### src/rtl/click_event_gen.sv
// click_event_gen: debounces the raw mouse left button into single-cycle click/release
// events, with click coordinates captured (and clamped) at the start of each press.
module click_event_gen #(
   parameter int unsigned DEBOUNCE_CYCLES = 65000,
   parameter int unsigned X_MAX = 1023,
   parameter int unsigned Y_MAX = 767
) (
   input  logic        clk,
   input  logic        rst,
   input  logic        enable,
   input  logic        mouse_left,
   input  logic [11:0] mouse_xpos,
   input  logic [11:0] mouse_ypos,
   output logic        click,
   output logic [11:0] click_xpos,
   output logic [11:0] click_ypos,
   output logic        release_evt,
   output logic        left_stable
);
   localparam int CW = $clog2(DEBOUNCE_CYCLES + 1);
   localparam logic [CW-1:0] LAST = CW'(DEBOUNCE_CYCLES);
   localparam bit ONE = (DEBOUNCE_CYCLES == 1);
   typedef enum logic [1:0] {IDLE, PRESS_DB, PRESSED, REL_DB} state_t;
   state_t r_state, w_next;
   logic [CW-1:0] r_cnt, w_cnt_next, w_cnt_inc;
   logic r_sync1, r_sync2;
   logic [11:0] r_cap_x, r_cap_y, w_clamp_x, w_clamp_y;
   logic r_click, r_release, r_armed;
   logic [11:0] r_click_x, r_click_y;
   logic w_press_acc, w_rel_acc;
   assign w_cnt_inc = r_cnt + CW'(1);
   assign w_clamp_x = (mouse_xpos > 12'(X_MAX)) ? 12'(X_MAX) : mouse_xpos;
   assign w_clamp_y = (mouse_ypos > 12'(Y_MAX)) ? 12'(Y_MAX) : mouse_ypos;
   always_ff @(posedge clk or negedge rst) begin
      if (!rst) begin
         r_state <= IDLE;
         r_cnt   <= '0;
         r_sync1 <= 1'b0;
         r_sync2 <= 1'b0;
      end else begin
         r_state <= w_next;
         r_cnt   <= w_cnt_next;
         r_sync1 <= mouse_left;
         r_sync2 <= r_sync1;
      end
   end
   always_comb begin
      w_next     = r_state;
      w_cnt_next = r_cnt;
      case (r_state)
         IDLE: if (r_sync2) begin
            w_next     = ONE ? PRESSED : PRESS_DB;
            w_cnt_next = ONE ? '0 : CW'(1);
         end
         PRESS_DB: begin
            w_next     = !r_sync2 ? IDLE : (w_cnt_inc == LAST) ? PRESSED : PRESS_DB;
            w_cnt_next = (w_next == PRESS_DB) ? w_cnt_inc : '0;
         end
         PRESSED: if (!r_sync2) begin
            w_next     = ONE ? IDLE : REL_DB;
            w_cnt_next = ONE ? '0 : CW'(1);
         end
         REL_DB: begin
            w_next     = r_sync2 ? PRESSED : (w_cnt_inc == LAST) ? IDLE : REL_DB;
            w_cnt_next = (w_next == REL_DB) ? w_cnt_inc : '0;
         end
         default: begin
            w_next     = IDLE;
            w_cnt_next = '0;
         end
      endcase
   end
   always_comb begin
      w_press_acc = (w_next == PRESSED) && (r_state == IDLE || r_state == PRESS_DB);
      w_rel_acc   = (w_next == IDLE) && (r_state == PRESSED || r_state == REL_DB);
      left_stable = (r_state == PRESSED) || (r_state == REL_DB);
   end
   // With single-cycle debounce the capture and acceptance share an edge, so take the live clamp.
   always_ff @(posedge clk or negedge rst) begin
      if (!rst) begin
         r_cap_x   <= '0;
         r_cap_y   <= '0;
         r_click   <= 1'b0;
         r_release <= 1'b0;
         r_armed   <= 1'b0;
         r_click_x <= '0;
         r_click_y <= '0;
      end else begin
         if (r_state == IDLE && r_sync2) begin
            r_cap_x <= w_clamp_x;
            r_cap_y <= w_clamp_y;
         end
         r_click   <= w_press_acc && enable;
         r_release <= w_rel_acc && r_armed;
         if (w_press_acc && enable) begin
            r_click_x <= (r_state == IDLE) ? w_clamp_x : r_cap_x;
            r_click_y <= (r_state == IDLE) ? w_clamp_y : r_cap_y;
         end
         if (w_press_acc)
            r_armed <= enable;
         else if (w_rel_acc)
            r_armed <= 1'b0;
      end
   end
   assign click       = r_click;
   assign release_evt = r_release;
   assign click_xpos  = r_click_x;
   assign click_ypos  = r_click_y;
endmodule

### config.mk
export PLATFORM = sky130hd
export DESIGN_NAME = click_event_gen
export DESIGN_NICKNAME = d
export VERILOG_FILES = /design/src/rtl/click_event_gen.sv
export SDC_FILE = /design/constraint.sdc
export NUM_CORES = 1
export LEC_CHECK = 0
export ABC_AREA = 1
export BUFFER_PORTS_ARGS = -buffer_cell sky130_fd_sc_hd__buf_2
export CAP_MARGIN = 20
export CORE_ASPECT_RATIO = 0.7
export CORE_MARGIN = 4
export CORE_UTILIZATION = 51
export DETAILED_ROUTE_END_ITERATION = 10
export PLACE_DENSITY_LB_ADDON = 0.15
export SETUP_SLACK_MARGIN = 0.3
export SLEW_MARGIN = 5
export SYNTH_ARGS = -nofsm -noshare
export SYNTH_HDL_FRONTEND = slang
export SYNTH_SLANG_ARGS = --single-unit
### constraint.sdc
create_clock -name clk -period 2.1 [get_ports clk]
set_input_delay 0 -clock clk [delete_from_list [all_inputs] [get_ports clk]]
set_output_delay 0 -clock clk [all_outputs]
set_load 0.005 [all_outputs]
Word-level counts from Yosys, hierarchy flattened
Cells that the tools add are included.

Add/subtract/negate cells: 1. Order comparisons: 2. Equal/unequal tests: 9. Multiplexer cells: 18. Reductions and logical operators: 11.

Operators with widths (count): $mux 16 (4); $pmux 16 s4 (1); $mux 12 (4); $gt 12x10->1 const B (2); $add 16x1->16 const B (1); $eq 16x16->1 const B (1); $mux 2 (6); $eq 2x2->1 const B (4); $pmux 2 s4 (1); $logic_and 1x1->1 (5); $eq 2x1->1 const B (2); $logic_not 2->1 (2); $ne 2x2->1 const B (2); $logic_or 1x1->1 (2); $mux 1 (2); $reduce_and 2->1 (1); $reduce_bool 2->1 (1).

Register bits: 71. Logic and storage cells: 52.

Logic depth before layout (Yosys ltp)
Gate-level depths: netlist of run 1.

Depth in word-level cells: 9. Mapped depth: 14.

Worst setup path before layout of run 1
Ideal clock, no wire load.

Path type: register to register. Start: register r_cnt[0]. End: register r_click_x[11], in the netlist click_xpos[11]. Arrival time: 1.819 ns. Data required time: 1.983 ns. Setup slack: 0.164 ns. Cell stages (with the launch flop): 12. Cell sequence: dfrtp_1 > ha_1 > nand3_2 > inv_1 > nand2_1 > xor2_1 > nand3_1 > nor2_2 > nand4_2 > buf_6 > o21ai_1 > inv_1.

Word-level cells in the longest chain between the ends: 8. Elaborated cells on any way between the ends: 10.

RTL lines: from (decl) (RTL line 25) `logic [CW-1:0] r_cnt, w_cnt_next, w_cnt_inc;`; from (signal assigned) (RTL line 42) `r_cnt <= w_cnt_next;`; $add 16x1->16 (*) (RTL line 31) `assign w_cnt_inc = r_cnt + CW'(1);`; $eq 16x16->1 (*) (RTL line 56, 64); $mux 2 (on tied branches) (2 in series) (RTL line 64, 56); $pmux 2 s4 (*) (RTL line 50) `case (r_state)`; $eq 2x2->1 (*) (RTL line 74) `w_press_acc = (w_next == PRESSED) && (r_state == IDLE || r_state == PRESS_DB);`; $logic_and 1x1->1 (*) (RTL line 74); $logic_and 1x1->1 (*) (RTL line 95) `if (w_press_acc && enable) begin`; to (signal assigned) (RTL line 96) `r_click_x <= (r_state == IDLE) ? w_clamp_x : r_cap_x;`; to (decl) (RTL line 29) `logic [11:0] r_click_x, r_click_y;`.

Every way passes the cells marked *; elsewhere a longest branch is shown, timed or not. A chain may end at the register's enable or synchronous reset.

Final worst setup path of run 1
Start: register r_cnt[0]. End: register r_click_y[11], in the netlist click_ypos[11].

Word-level cells in the longest chain between the ends: 8. Elaborated cells on any way between the ends: 10.

RTL lines: $add 16x1->16 (*) (RTL line 31); $eq 16x16->1 (*) (RTL line 56, 64); $mux 2 (on tied branches) (2 in series) (RTL line 64, 56); $pmux 2 s4 (*) (RTL line 50); $eq 2x2->1 (*) (RTL line 74); $logic_and 1x1->1 (*) (RTL line 74); $logic_and 1x1->1 (*) (RTL line 95); to (signal assigned) (RTL line 97) `r_click_y <= (r_state == IDLE) ? w_clamp_y : r_cap_y;`; to (decl) (RTL line 29).

Marked as above.

==> results of run 1 <==
[stage by stage]
step           setup slack (ps)  hold slack (ps)  std cells  power, W
5_1_grt                  -168.9            6.837        600  0.003101
6_report                 -31.65            15.28        600  0.002957
3_3_place_gp              74.23            40.67        553  0.001725
3_5_place_dp              46.22            38.01        553  0.001733
4_1_cts                   25.79           0.6356        591  0.002962
2_1_floorplan             282.8           -295.6        415  0.001630
[cell type report]
type / instances / area [sq um]
repair buffers: 96 / 749.5
inverters: 63 / 236.5
well taps: 91 / 113.9
clock inverters: 2 / 35.03
multi-input cells: 263 / 1508
fillers: 482 / 1808
clock buffers: 14 / 192.7
flip-flops and latches: 71 / 1783
[what timing repair did]
| item | CTS | global route |
|---|---|---|
| endpoints found under the hold margin | 38 | 0 |
| hold buffers | 15 | 0 |
| setup endpoints to repair | 45 | 45 |
| pin swaps | 0 | 15 |
| gates cloned | 2 | 1 |
| setup buffers | 5 | 8 |
| gates resized for setup | 9 | 36 |
[placed cells by master, fill, tap and decap left out, types with 2 or more instances in the layout]
cell type / count
buf_4: 15
dfrtp_2: 5
nand2_1: 77
inv_2: 3
nand3_1: 12
o21ai_2: 20
o21a_1: 15
buf_12: 4
nor2_4: 4
nand2_4: 2
nand3_2: 3
buf_2: 54
nand3_4: 3
inv_1: 59
buf_16: 2
a21boi_0: 5
nor2_2: 2
buf_6: 5
dfrtp_1: 66
clkbuf_8: 14
o21ai_0: 33
o21ai_1: 7
nand4_1: 5
nand2_2: 11
dlygate4sd3_1: 15
o22ai_1: 29
nor2_1: 29
[flip-flops by register name (all words and copies together), names as in the netlist]
name,cells
r_cap_y,12
click,1
click_xpos,12
r_sync1,1
r_cnt,16
click_ypos,12
release_evt,1
r_state,2
r_cap_x,12
r_sync2,1
r_armed,1
[cells by family (layout without fill, tap and decap cells)]
kind of cell	Yosys count	count (layout)	share of synthesized area
AND/OR/NAND/NOR	151	151	0.1927
buffers and inverters	81	175	0.09546
adder cells (fa/ha/maj)	1	1	0.003602
XOR/XNOR	2	2	0.005044
flip-flops	71	71	0.5115
AO/OA/AOI/OAI	109	109	0.1916
[worst max path at each step]
stage / start / endpoint / slack (ps)
global placement: r_cnt[3]$_DFFE_PN0P_ / click_xpos[11]$_DFFE_PN0P_ / 70
detailed placement: r_cnt[0]$_DFFE_PN0P_ / click_ypos[10]$_DFFE_PN0P_ / 50
CTS: r_cnt[0]$_DFFE_PN0P_ / click_ypos[11]$_DFFE_PN0P_ / 30
global route: r_cnt[6]$_DFFE_PN0P_ / click_ypos[10]$_DFFE_PN0P_ / -170
floorplan: r_cnt[0]$_DFFE_PN0P_ / click_xpos[11]$_DFFE_PN0P_ / 280
finish: r_cnt[0]$_DFFE_PN0P_ / click_ypos[11]$_DFFE_PN0P_ / -30
[metal layers]
| layer | global-route usage | vias to the layer above |
|---|---|---|
| li1 | - | 1536 |
| met1 | 0.3106 | 1494 |
| met2 | 0.3373 | 92 |
| met3 | 0.07718 | 15 |
| met4 | 0.07663 | 0 |
| met5 | 0 | - |
[tightest hold or removal path: stages]
cell,delay (ps)
buf_2,70
o21ai_0,110
o22ai_1,130
[power by group]
part	switching [W]	leakage, nW	internal (W)	total, W
logic	0.000168	1.22	0.000130	0.000298
registers	0.0000300	0.900	0.00142	0.00145
clock network	0.000497	0.119	0.000709	0.00121
==> impl_results.md, run 1 <==
* Critical Path AT at roughly 2400 ps
* Yosys reg bits at 71
* Cell area after synthesis at between 3000 and 4000 sq um
* Reg2Reg Setup Slack at -30 ps
* Routed met3 length at 567 um
* Detailed Route WL at between 8 and 9 mm
* Crit-path cells: buf_6, nand3_4, nor2_4, nand2_2, nand2_2, nand3_2, nor3_2, buf_4, nand4_4, buf_12, buf_16, nand2_1, o21ai_1, inv_1
* Largest net degree at the start of global routing at 46
* Initial Util at 0.5405
* Met1 WL at roughly 4 mm
* CP Buf/Inv Count at 5
* Hold Crit Start: mouse_ypos[3]
* Worst Skew at between 10 and 15 ps
* Die H at 77.05 um
* Worst slew pin tran at roughly 760 ps
* Total track usage at 0.2266
* Outcome: finished with violations
* Hold Crit Class: input pin to flop
* Post-synth cell types at 29
* Row cnt at 24
* CORE AREA at between 6000 and 7000 sq um
* Final Instance Area at about 4600 sq um
* Gate Count Post-Synth at 415
* First-pass GRT wire length at ~15 mm
* Die ar. at 8216 sq um
* Uppermost routed layer: met4
* DP HPWL at 5.433 mm
* Worst setup SP type: flop
* Final core area utilization at 0.7187
* Area contributors post-synth: dfrtp_1 (51%), nand2_1 (9.6%), inv_1 (6.5%)
* Crit path kind: flop to flop
* Vias in the first global route at roughly 3000
* Synth top area share at 0.5115
* I/O Buffers at between 50 and 60
* Layout Nets at ~530
* Crit path largest cell delay at 430 ps
* Mean Syn Cell Area at around 8.4 sq um
* Area after DPL at roughly 3900 sq um
* # DRC at 0
* Final hold violation count at 0
* Synthesis-to-layout area growth at 32.96%
* Number of synthesized flops with an enable pin at 0
* Top-count cell post-synth: nand2_1
* Max Root-Sink Buffers at 2
* Post-synth top cells: nand2_1 (89), dfrtp_1 (71), inv_1 (60)
* Critical path fanouts, max at 7
* Final setup fails at 21
* Worst vdd ir at 0.4217 mV
* Seq/Total Area, Yosys at 0.5115
* Fin Setup TNS at -260.9 ps
* DRT Pass-1 Iters at 4
* Max-cap violations at 0
* Worst hold stages at 3
* CTS tree: built
* 1st-iter DRT viols at about 270
* IO Count at 55
* # H-tree levels at 3
* Antenna-violating nets left at 0
* Max transition margin at 0.4896
* WP data required at ~2400 ps
* Tmin final at about 2100 ps
* Initial antenna violation count at 0
* Detailed-route vias per instance at 5.228
* Reg clk slew, reported paths at 80 ps
* Synth Net Count at approximately 440
* CTS sink count at between 70 and 80
* Power per cell area at approximately 640 nW/um^2
* Detail Route met2 WL at between 4 and 5 mm
* Final slew viol count at 0
* Fin worst setup slack at -31.65 ps
* Clock root buffer master: clkbuf_8
* GRT Residual Overflow at 0
* Asr flop ratio synth at 1.000
* Worst Hold Path EP: r_cap_y[3]$_DFFE_PN0P_
* Failing checks: setup timing
* Critical path capture point type: flop
* R2R cell count at 14
* Die X at approximately 110 um
* Period Utilization, post-route at 1.015
* Reg-to-Reg End: click_ypos[11]$_DFFE_PN0P_
* Fmax at between 0.4 and 0.5 GHz
* Crit path depth at 14
* RSZ-0062 raised after global routing: true
* CP delay by family, top: simple AND/OR/NAND/NOR gates
* Pleak at approximately 2.2 nW
* # diodes at 0
* Yosys synthesis warning count at 0
* Layout cell share with drive strength beyond 1 at 0.3006
* Top_reg_cell synth: dfrtp_1
* TritonCTS buffer count at 9
* Slowest stage cell, crit path: dfrtp_2
* Crit-path most repeated cell: nand2_2
* Cell taking the most area after synthesis: dfrtp_1
* Global placement routability congestion at around 0.89
* Routed WL per cell at 14.86 um
* FF-to-FF Start: r_cnt[0]$_DFFE_PN0P_
* Worst skew pair latency at 350 ps
* Vias post-DR at around 3100
(Power assumes the default switching activity.)
==> run 2: changes to the inputs <==
==> constraint.sdc (replaced) <==
create_clock -name clk -period 2.1 [get_ports clk]
set_input_delay 0.105 -clock clk [delete_from_list [all_inputs] [get_ports clk]]
set_output_delay 0.105 -clock clk [all_outputs]
set_load 0.005 [all_outputs]
==> run 2 against run 1 <==
Against the previous run:
- the run still ends with setup timing left
- sequential power about the same
- routed wire length is 5.9% lower
- combinational power down 2%
==> impl_results.md, run 2 (synthesized netlist as in run 1, its figures left out) <==
* Hold Crit Start: mouse_ypos[1]
* TritonCTS buffer count at 9 (unchanged)
* Vias post-DR at 3028 (-3.5%)
* Final hold violation count at 0 (unchanged)
* Detailed-route vias per instance at 5.203 (-0.49%)
* Fmax at 0.4761 GHz (+1.5%)
* Die X at 106.6 um (unchanged)
* Max Root-Sink Buffers at 2 (unchanged)
* CTS sink count at 71 (unchanged)
* # DRC at 0 (unchanged)
* Row cnt at 24 (unchanged)
* First-pass GRT wire length at 13.92 mm (-4.4%)
* DP HPWL at 5.347 mm (-1.6%)
* Detailed Route WL at 8.393 mm (-5.9%)
* Vias in the first global route at 2851 (-4.8%)
* Reg clk slew, reported paths at 90 ps (about the same)
* Final Instance Area at 4454 sq um (-3.5%)
* Fin worst setup slack at -0.4199 ps (+31.23 ps)
* Failing checks: setup timing
* FF-to-FF Start: r_cnt[0]$_DFFE_PN0P_
* Routed WL per cell at 14.42 um (-2.9%)
* Layout Nets at 515 (-3.4%)
* Worst Skew at 11.12 ps (+0.4519 ps)
* Pleak at 2.152 nW (-3.9%)
* DRT Pass-1 Iters at 5 (+1)
* Power per cell area at 698.4 nW/um^2 (+9.1%)
* Tmin final at 2100 ps (-31.23 ps)
* Crit path kind: flop to flop
* GRT Residual Overflow at 0 (unchanged)
* Max-cap violations at 0 (unchanged)
* Worst skew pair latency at 350 ps (about the same)
* WP data required at 2350 ps (-40 ps)
* Worst setup SP type: flop
* Final slew viol count at 0 (unchanged)
* Layout cell share with drive strength beyond 1 at 0.2709 (-0.02971)
* CORE AREA at 6426 sq um (unchanged)
* IO Count at 55 (unchanged)
* Outcome: finished with violations
* # diodes at 0 (unchanged)
* CTS tree: built
* Initial antenna violation count at 1 (+1)
* Critical path fanouts, max at 6 (-1)
* Global placement routability congestion at 0.8940 (+0.45%)
* Max FFs per register at 16 (unchanged)
* Most frequent cells in the layout: nand2_1 (86), dfrtp_1 (67), inv_1 (60)
* Clock root buffer master: clkbuf_8
* I/O Buffers at 54 (unchanged)
* Worst slew pin tran at 711.0 ps (-53.77 ps)
* Die ar. at 8216 sq um (unchanged)
* Area after DPL at 3915 sq um (+0.19%)
* Synthesis-to-layout area growth at 28.24%
* Period Utilization, post-route at 1.000 (-0.01487)
* # H-tree levels at 3 (unchanged)
* Largest net degree at the start of global routing at 40 (-13%)
* Top reg by flops: r_cnt
* Final setup fails at 1 (-95%)
* Initial Util at 0.5405 (unchanged)
* Hold Slack at 85.57 ps (+70.29 ps)
* Die H at 77.05 um (unchanged)
* Total track usage at 0.2118 (-0.01476)
* Hold Crit Class: input pin to flop
* Antenna-violating nets left at 0 (unchanged)
* 1st-iter DRT viols at 233 (-13%)
* RSZ-0062 raised after global routing: true
* Max transition margin at 0.5255 (+0.03589)
* Critical Path AT at 2350 ps (-70 ps)
* Critical path capture point type: flop
* Worst vdd ir at 0.3709 mV (-12%)
* CP startpoint: r_cnt[0]$_DFFE_PN0P_
* Commonest non-fill, non-tap cell in the layout: nand2_1
run 2: worst paths after layout:
path                                                  end  slack [ps]  cells after the start
worst min register to register          r_sync2$_DFF_PN0_         370                      0
min in group asynchronous             r_armed$_DFFE_PN0P_         310                      2
worst max register to register  click_ypos[4]$_DFFE_PN0P_        -0.4                     12
max in group asynchronous            r_cnt[3]$_DFFE_PN0P_        1240                      3
worst min-delay path               r_cap_y[1]$_DFFE_PN0P_          90                      3
worst max-delay path            click_ypos[4]$_DFFE_PN0P_        -0.4                     12
run 2: repair_timing:
action / CTS / global route
buffers inserted: 5 / 1
resized for setup: 16 / 12
hold buffers: 2 / 0
setup endpoints to repair: 45 / 45
cloned: 3 / 1
hold endpoints to repair: 25 / 0
pin swaps: 0 / 2
run 2: routing by layer:
layer	GRT usage	part of all wire	vias to the layer above
met1	0.3139	0.49	1407
li1	-	-	1498
met4	0.06897	0.014	2
met3	0.05705	0.066	16
met5	0	0.0023	-
met2	0.3009	0.43	105
run 2: worst max-delay path, cell delays in order (launching register included):
cell and delay [ps]:
dfrtp_2 460, ha_4 190, nand3_4 80, inv_1 90, nand2_1 120, xor2_2 180
nand3_2 140, nor2_4 170, nand4_4 130, buf_12 180, clkbuf_16 160, nand2_2 50
o21ai_1 60
run 2: through the flow:
step / setup slack, ps / total power (W) / cells / util / setup TNS [ps]
after floorplan: 282.8 / 0.001630 / 415 / - / 0
after global placement: 81.14 / 0.001729 / 554 / 0.6092 / 0
after detailed placement: 36.80 / 0.001737 / 554 / 0.6092 / 0
after CTS: 63.66 / 0.003127 / 580 / 0.6795 / 0
after global routing: -85.26 / 0.003250 / 582 / 0.6931 / -1940
final: -0.4199 / 0.003111 / 582 / 0.6931 / -0.4199
run 2: where the power goes:
part	internal [W]	total (W)	switching, W
combinational	0.000125	0.000292	0.000167
clock	0.000807	0.00137	0.000561
sequential	0.00142	0.00145	0.0000280
total	0.00235	0.00311	0.000757
run 2: cell type report:
| cell class | count | area (sq um) |
|---|---|---|
| Tap cell | 91 | 113.9 |
| Multi-Input combinational cell | 263 | 1471 |
| Clock inverter | 7 | 127.6 |
| Sequential cell | 71 | 1782 |
| Clock buffer | 9 | 123.9 |
| Inverter | 63 | 236.5 |
| Timing Repair Buffer | 78 | 599.3 |
| Fill cell | 530 | 1972 |
